## src/rtl/biriscv_trace_arb_pkg.sv

```systemverilog
// Shared trace-entry layout and defaults for the retire-trace arbiter.
// Optional macro BIRISCV_TRACE_ARB_SEQ_EN adds a 32-bit sequence number to each entry.
package biriscv_trace_arb_pkg;

    localparam int TRACE_DEPTH_DEF = 8;
    localparam int TRACE_DROP_W_DEF = 16;

`ifdef BIRISCV_TRACE_ARB_SEQ_EN
    localparam int TRACE_ENTRY_W = 96;
`else
    localparam int TRACE_ENTRY_W = 64;
`endif

    typedef struct packed {
`ifdef BIRISCV_TRACE_ARB_SEQ_EN
        logic [31:0] seq;
`endif
        logic [31:0] pc;
        logic [31:0] opcode;
    } trace_entry_t;

    // Number of set bits in a 2-bit valid vector, as a push/drop count.
    function automatic logic [1:0] count2(input logic a, input logic b);
        return {1'b0, a} + {1'b0, b};
    endfunction

endpackage

```

## src/rtl/biriscv_trace_fifo.sv

```systemverilog
// 2-write/1-read circular buffer of trace entries with occupancy output.
// Latency: written entry visible at the head the cycle after the write edge.
// Backpressure: none internally; caller must never push more than the free space.
module biriscv_trace_fifo
    import biriscv_trace_arb_pkg::*;
#(
    parameter int DEPTH = TRACE_DEPTH_DEF,
    parameter int AW    = $clog2(DEPTH)
) (
    input  logic          clk_i,
    input  logic          rst_ni,
    input  logic [1:0]    push_cnt,
    input  trace_entry_t  wr_a,
    input  trace_entry_t  wr_b,
    input  logic          pop,
    output trace_entry_t  head,
    output logic [AW:0]   level
);

    trace_entry_t mem [DEPTH];
    logic [AW:0]  wptr;
    logic [AW:0]  rptr;
    logic [AW:0]  wptr_p1;

    assign wptr_p1 = wptr + (AW+1)'(1);

    // Storage carries no reset; the pointers alone define what is valid.
    always_ff @(posedge clk_i) begin
        if (push_cnt != 2'd0) begin
            mem[wptr[AW-1:0]] <= wr_a;
        end
        if (push_cnt == 2'd2) begin
            mem[wptr_p1[AW-1:0]] <= wr_b;
        end
    end

    always_ff @(posedge clk_i or negedge rst_ni) begin
        if (!rst_ni) begin
            wptr <= '0;
            rptr <= '0;
        end else begin
            wptr <= wptr + (AW+1)'(push_cnt);
            rptr <= rptr + (AW+1)'(pop);
        end
    end

    assign level = wptr - rptr;
    assign head  = mem[rptr[AW-1:0]];

endmodule

```

## src/rtl/biriscv_trace_arb.sv

```systemverilog
// Retire-trace arbiter: merges two commit pipes in program order into one trace stream.
// Latency: commit sampled at edge N is at the head after edge N (no empty bypass).
// Backpressure: stall_o when fewer than 2 slots free; excess commits are dropped and counted.
// Optional macro BIRISCV_TRACE_ARB_SEQ_EN adds per-entry sequence numbers and the seq_o port.
module biriscv_trace_arb
    import biriscv_trace_arb_pkg::*;
#(
    parameter int DEPTH  = TRACE_DEPTH_DEF,
    parameter int DROP_W = TRACE_DROP_W_DEF
) (
    input  logic                     clk_i,
    input  logic                     rst_ni,
    input  logic                     enable_i,
    input  logic                     p0_valid_i,
    input  logic [31:0]              p0_pc_i,
    input  logic [31:0]              p0_opcode_i,
    input  logic                     p1_valid_i,
    input  logic [31:0]              p1_pc_i,
    input  logic [31:0]              p1_opcode_i,
    output logic                     valid_o,
    output logic [31:0]              pc_o,
    output logic [31:0]              opcode_o,
    input  logic                     ready_i,
    output logic                     stall_o,
    output logic [$clog2(DEPTH):0]   level_o,
    output logic                     overflow_o,
    output logic [DROP_W-1:0]        drop_count_o,
    input  logic                     clear_i
`ifdef BIRISCV_TRACE_ARB_SEQ_EN
    ,
    output logic [31:0]              seq_o
`endif
);

    localparam int AW = $clog2(DEPTH);
    localparam int LW = AW + 1;

    logic         v0;
    logic         v1;
    logic [LW-1:0] level;
    logic [LW-1:0] free;
    logic [1:0]   push_cnt;
    logic [1:0]   drops;
    logic         pop;
    trace_entry_t wr_a;
    trace_entry_t wr_b;
    trace_entry_t head;

    logic               overflow_q;
    logic [DROP_W-1:0]  drop_q;
    logic [DROP_W-1:0]  drop_base;
    logic [DROP_W:0]    drop_sum;

    assign v0   = enable_i & p0_valid_i;
    assign v1   = enable_i & p1_valid_i;
    assign free = LW'(DEPTH) - level;
    assign pop  = valid_o & ready_i;

`ifdef BIRISCV_TRACE_ARB_SEQ_EN
    logic [31:0] seq_q;
`endif

    // Entry A is the oldest valid commit; entry B is only ever p1 behind a valid p0.
    always_comb begin
        push_cnt    = 2'd0;
        drops       = 2'd0;
        wr_a        = '0;
        wr_b        = '0;
        wr_a.pc     = v0 ? p0_pc_i : p1_pc_i;
        wr_a.opcode = v0 ? p0_opcode_i : p1_opcode_i;
        wr_b.pc     = p1_pc_i;
        wr_b.opcode = p1_opcode_i;
`ifdef BIRISCV_TRACE_ARB_SEQ_EN
        wr_a.seq    = seq_q;
        wr_b.seq    = seq_q + 32'd1;
`endif
        case ({v0, v1})
            2'b11: begin
                if (free >= LW'(2)) begin
                    push_cnt = 2'd2;
                end else if (free == LW'(1)) begin
                    push_cnt = 2'd1;
                    drops    = 2'd1;
                end else begin
                    drops    = 2'd2;
                end
            end
            2'b10, 2'b01: begin
                if (free != '0) begin
                    push_cnt = 2'd1;
                end else begin
                    drops    = 2'd1;
                end
            end
            default: begin
                push_cnt = 2'd0;
                drops    = 2'd0;
            end
        endcase
    end

    biriscv_trace_fifo #(
        .DEPTH (DEPTH),
        .AW    (AW)
    ) u_fifo (
        .clk_i    (clk_i),
        .rst_ni   (rst_ni),
        .push_cnt (push_cnt),
        .wr_a     (wr_a),
        .wr_b     (wr_b),
        .pop      (pop),
        .head     (head),
        .level    (level)
    );

    // Clear takes effect before this cycle's drops are accumulated.
    assign drop_base = clear_i ? '0 : drop_q;
    assign drop_sum  = {1'b0, drop_base} + (DROP_W+1)'(drops);

    always_ff @(posedge clk_i or negedge rst_ni) begin
        if (!rst_ni) begin
            overflow_q <= 1'b0;
            drop_q     <= '0;
        end else begin
            overflow_q <= (overflow_q & ~clear_i) | (drops != 2'd0);
            drop_q     <= drop_sum[DROP_W] ? '1 : drop_sum[DROP_W-1:0];
        end
    end

`ifdef BIRISCV_TRACE_ARB_SEQ_EN
    // Counts every enabled commit, dropped or not, so gaps in seq_o expose drops.
    always_ff @(posedge clk_i or negedge rst_ni) begin
        if (!rst_ni) begin
            seq_q <= '0;
        end else begin
            seq_q <= seq_q + 32'(count2(v0, v1));
        end
    end

    assign seq_o = valid_o ? head.seq : 32'd0;
`endif

    assign valid_o      = (level != '0);
    assign pc_o         = valid_o ? head.pc : 32'd0;
    assign opcode_o     = valid_o ? head.opcode : 32'd0;
    assign stall_o      = (free < LW'(2));
    assign level_o      = level;
    assign overflow_o   = overflow_q;
    assign drop_count_o = drop_q;

endmodule

```

## config.mk

```make
export PLATFORM = sky130hd
export DESIGN_NAME = biriscv_trace_arb
export DESIGN_NICKNAME = d
export VERILOG_FILES = /design/src/rtl/biriscv_trace_arb_pkg.sv /design/src/rtl/biriscv_trace_fifo.sv /design/src/rtl/biriscv_trace_arb.sv
export SDC_FILE = /design/constraint.sdc
export NUM_CORES = 1
export LEC_CHECK = 0
export BUFFER_PORTS_ARGS = -buffer_cell sky130_fd_sc_hd__buf_2
export CORE_ASPECT_RATIO = 1.25
export CORE_MARGIN = 3
export CORE_UTILIZATION = 61
export CTS_CLUSTER_DIAMETER = 30
export CTS_CLUSTER_SIZE = 14
export DETAILED_ROUTE_END_ITERATION = 10
export PLACE_DENSITY = 0.88
export SLEW_MARGIN = 30
export SYNTH_ARGS = -nofsm -noshare
export SYNTH_HDL_FRONTEND = slang
export SYNTH_HIERARCHICAL = 1
export SYNTH_SLANG_ARGS = --single-unit
```

## constraint.sdc

```tcl
create_clock -name clk_i -period 25.6 [get_ports clk_i]
set_input_delay 3.84 -clock clk_i [delete_from_list [all_inputs] [get_ports clk_i]]
set_output_delay 3.84 -clock clk_i [all_outputs]
set_load 0.01 [all_outputs]
```

==> flow_summary.yaml <==
outcome:
  status: "completed"
timing:
  fmax_ghz: 0.120
  worst_pin_slew_ns: 1.01
  rsz0062_at_grt: "false"
  max-slew-margin-rel_pct: 32.8
  final_max_slew_viol_count: 0
  setup_tns_ns: 0
  min_period_ns: 8.35
  skew_ns: 0.0220
  finalSetupViolCount: 0
  finalHoldViolations: 0
  fin_crit_sh_pct: 32.6
min_path:
  hold_path_class: "reg2reg"
  holdCritStartpoint: "u_fifo/rptr[3]"
  min_delay_worst_endpoint: "u_fifo/rptr[3]"
  hold_path_depth: 1
critical_path:
  r2r-end: "u_fifo/mem[2][59]"
  arrival_ns: 4.51
  cp_num_buf_inv: 4
  max_stage_delay_ns: 0.78
  worst-path-max-fanout: 67
  timing.rr.start: "u_fifo/rptr[2]"
  worstSetupStartpoint: "u_fifo/rptr[2]"
  ff2ff_setup_slack_ns: 19.36
  worst_r2r_path_depth: 14
  critical-path-slowest-cell: "buf_4"
  critical_path.top_delay_family: "buffers and inverters"
  worstPathCellList: "buf_4 -> inv_2 -> ha_1 -> nor2b_1 -> a221oi_1 -> xnor2_1 -> nor2b_4 -> buf_4 -> nor2b_1 -> buf_2"
  path_class: "reg2out"
  cp-start-kind: "flop"
  required_ns: 21.76
  cp-end-kind: "output port"
power_and_ir_drop:
  vdd_drop_max_mv: 0.0907
  p_comb_share_pct: 32.7
  power_frac_clock_pct: 36.5
  leakage_nw: 12.2
  power.total_mw: 3.69
  p_sw_mw: 1.19
  power_per_cell_area_nw_per_um2: 110
  seq_power_share_pct: 30.8
  internal_power_mw: 2.50
  netSwitchingFraction_pct: 32.2
global_routing:
  overflow: 0
  antenna_found_initial: 3
  grt_max_degree: 68
  first_global_vias: 18800
  grt_pass1_wl_um: 111000
  grt_use_total_pct: 29.8
die:
  die_h_um: 248
  fp.coreArea_sq_um: 46200
  num_io_pins: 222
  initial_core_util_pct: 61.7
  fp.dieW_um: 200
  die_area_sq_um: 49500
  row_count: 88
cts:
  cts_tree: "built"
  cts_max_level: 3
  clk_pin_slew_ns: 0.05
  cts_made_buffers: 96
  cts_setup_buffers: 0
  ctsResizeCount: 0
  cts.sinks: 537
  clockBufferDepth: 3
  hold_buffers: 0
  clock-root-buffer: "clkbuf_16"
  clk-insertion-delay-late_ns: 0.63
routing:
  drc_errors: 0
  wl_per_cell_um: 27.4
  routed_via_density: 6.51
  wl_um: 73500
  antenna_left: 0
  first_pass_iters: 5
  via_count: 17500
  dr.first_iter.drc_count: 1757
place:
  portBuffers: 221
  placed_cell_area_sq_um: 30000
  hpwl_um: 39200
  gp_congestion: 0.816
yosys:
  synth_ff_type: "edfxtp_1"
  syn_area_per_cell_sq_um: 16.1
  synth_nets: 1933
  async_reset_ff_share_pct: 4.66
  synth_top_area_share_pct: 53.8
  yosysUniqueCellTypes: 51
  synth_top_area_cell: "edfxtp_1"
  ys_seq_elements: 537
  ys_seq_area_share_pct: 56.0
  synth_area_leaders: "edfxtp_1 (54%), mux2_2 (21%), mux4_2 (10%)"
  yosys_warnings: 6
  synth_edf_count: 512
  synthCells: 1779
  netlist_area_sq_um: 28600
layout:
  fill_cells: 2677
  syn2layout_area_growth_pct: 17.4
  fin_area_sq_um: 33500
  multi_input_comb_area_sq_um: 11800
  drive_gt1_share_pct: 52.1
  layout.nets: 2168
  seq_area_sq_um: 16000
job:
  cap_violations: 0
[logic make-up after synthesis]
family                   after synthesis  share of synthesized area, %
buffers and inverters                134                          3.16
AO/OA/AOI/OAI                         32                         0.657
AND/OR/NAND/NOR                      334                          5.74
multiplexers                         705                          32.8
XOR/XNOR                              18                         0.644
adder cells (fa/ha/maj)               19                         0.911
flip-flops                           537                          56.0
[per-layer routing]
layer | share of wire (%) | vias up | global-route usage [%]
li1 | - | 7443 | -
met1 | 37 | 8808 | 37.8
met2 | 51 | 1010 | 50.4
met3 | 8.3 | 219 | 5.21
met4 | 4.2 | 2 | 13.6
met5 | 0.018 | - | 0
[sequential cells by signal, summed over array words and instances (netlist names)]
name	cells
drop_count_o	16
u_fifo/mem	512
u_fifo/wptr	4
u_fifo/rptr	4
overflow_o	1
[per-stage QoR]
step	worst slack (ns)	util, %	hold WS [ns]	cells
2_1_floorplan	14.79	-	0.465	1779
3_3_place_gp	17.03	64.7	0.484	2497
3_5_place_dp	17.29	65.0	0.490	2501
4_1_cts	17.26	72.4	0.500	2683
5_1_grt	17.08	72.5	0.536	2684
6_report	17.25	72.5	0.497	2685
[Yosys cell counts, drive strengths merged (2+ instances only)]
library cell / instances
mux2: 576
nor4b: 3
or2: 2
buf: 89
ha: 16
fa: 3
o22ai: 3
nand2b: 5
nand4: 3
and2: 2
nand3: 5
nor3: 5
and2b: 2
or3: 3
dfrtp: 25
mux4: 128
nor2b: 71
xnor2: 15
o21ai: 16
nand2: 213
a21oi: 5
nor2: 9
edfxtp: 512
nor4: 3
o31ai: 2
inv: 20
and4bb: 3
clkbuf: 25
xor2: 3
nand4b: 2
[layout by cell type, fill, tap and decap left out, types with 5 or more instances in the layout]
cell        Yosys  layout
a21oi_1         5       5
buf_2          26     221
buf_4           4      18
buf_6          47       8
bufinv_16       0      19
clkbuf_1       25       7
clkbuf_16       0      99
clkinv_1        0      15
clkinv_2        0      21
clkinvlp_4      0      10
dfrtp_1        25      22
edfxtp_1      512     512
ha_1           16      16
inv_1          20      18
mux2_1         56      56
mux2_2        520     520
mux4_2        128     128
nand2_1       210     207
nand2b_1        5       5
nand3_1         5       5
nor2_1          7       7
nor2b_1        71      70
nor3_1          5       5
o21ai_0        16      11
xnor2_1        14      14
[power groups by stage]
stage / clock (mW) / sequential, mW / combinational, mW
3_5_place_dp: 0 / 1.15 / 1.19
2_1_floorplan: 0 / 1.14 / 0.799
4_1_cts: 1.36 / 1.14 / 1.21
3_3_place_gp: 0 / 1.16 / 1.14
5_1_grt: 1.40 / 1.14 / 1.29
6_report: 1.35 / 1.14 / 1.21
[layout make-up]
| class | instances | area share [%] |
|---|---|---|
| timing repair buffer | 251 | 4.24 |
| multi-input combinational | 1108 | 35.2 |
| tap | 585 | 2.18 |
| clock buffer | 107 | 7.51 |
| antenna | 2 | 0.0149 |
| clock inverter | 75 | 2.80 |
| inverter | 20 | 0.228 |
| sequential | 537 | 47.8 |
[worst max-delay path by stage]
stage,cells after the start,to
after floorplan,10,u_fifo/mem[0][0]
after global placement,11,u_fifo/mem[2][9]
after detailed placement,12,u_fifo/mem[0][48]
after CTS,10,opcode_o[27]
after global routing,10,pc_o[0]
final,10,opcode_o[27]
No activity file was read; power rests on OpenSTA's default activity.
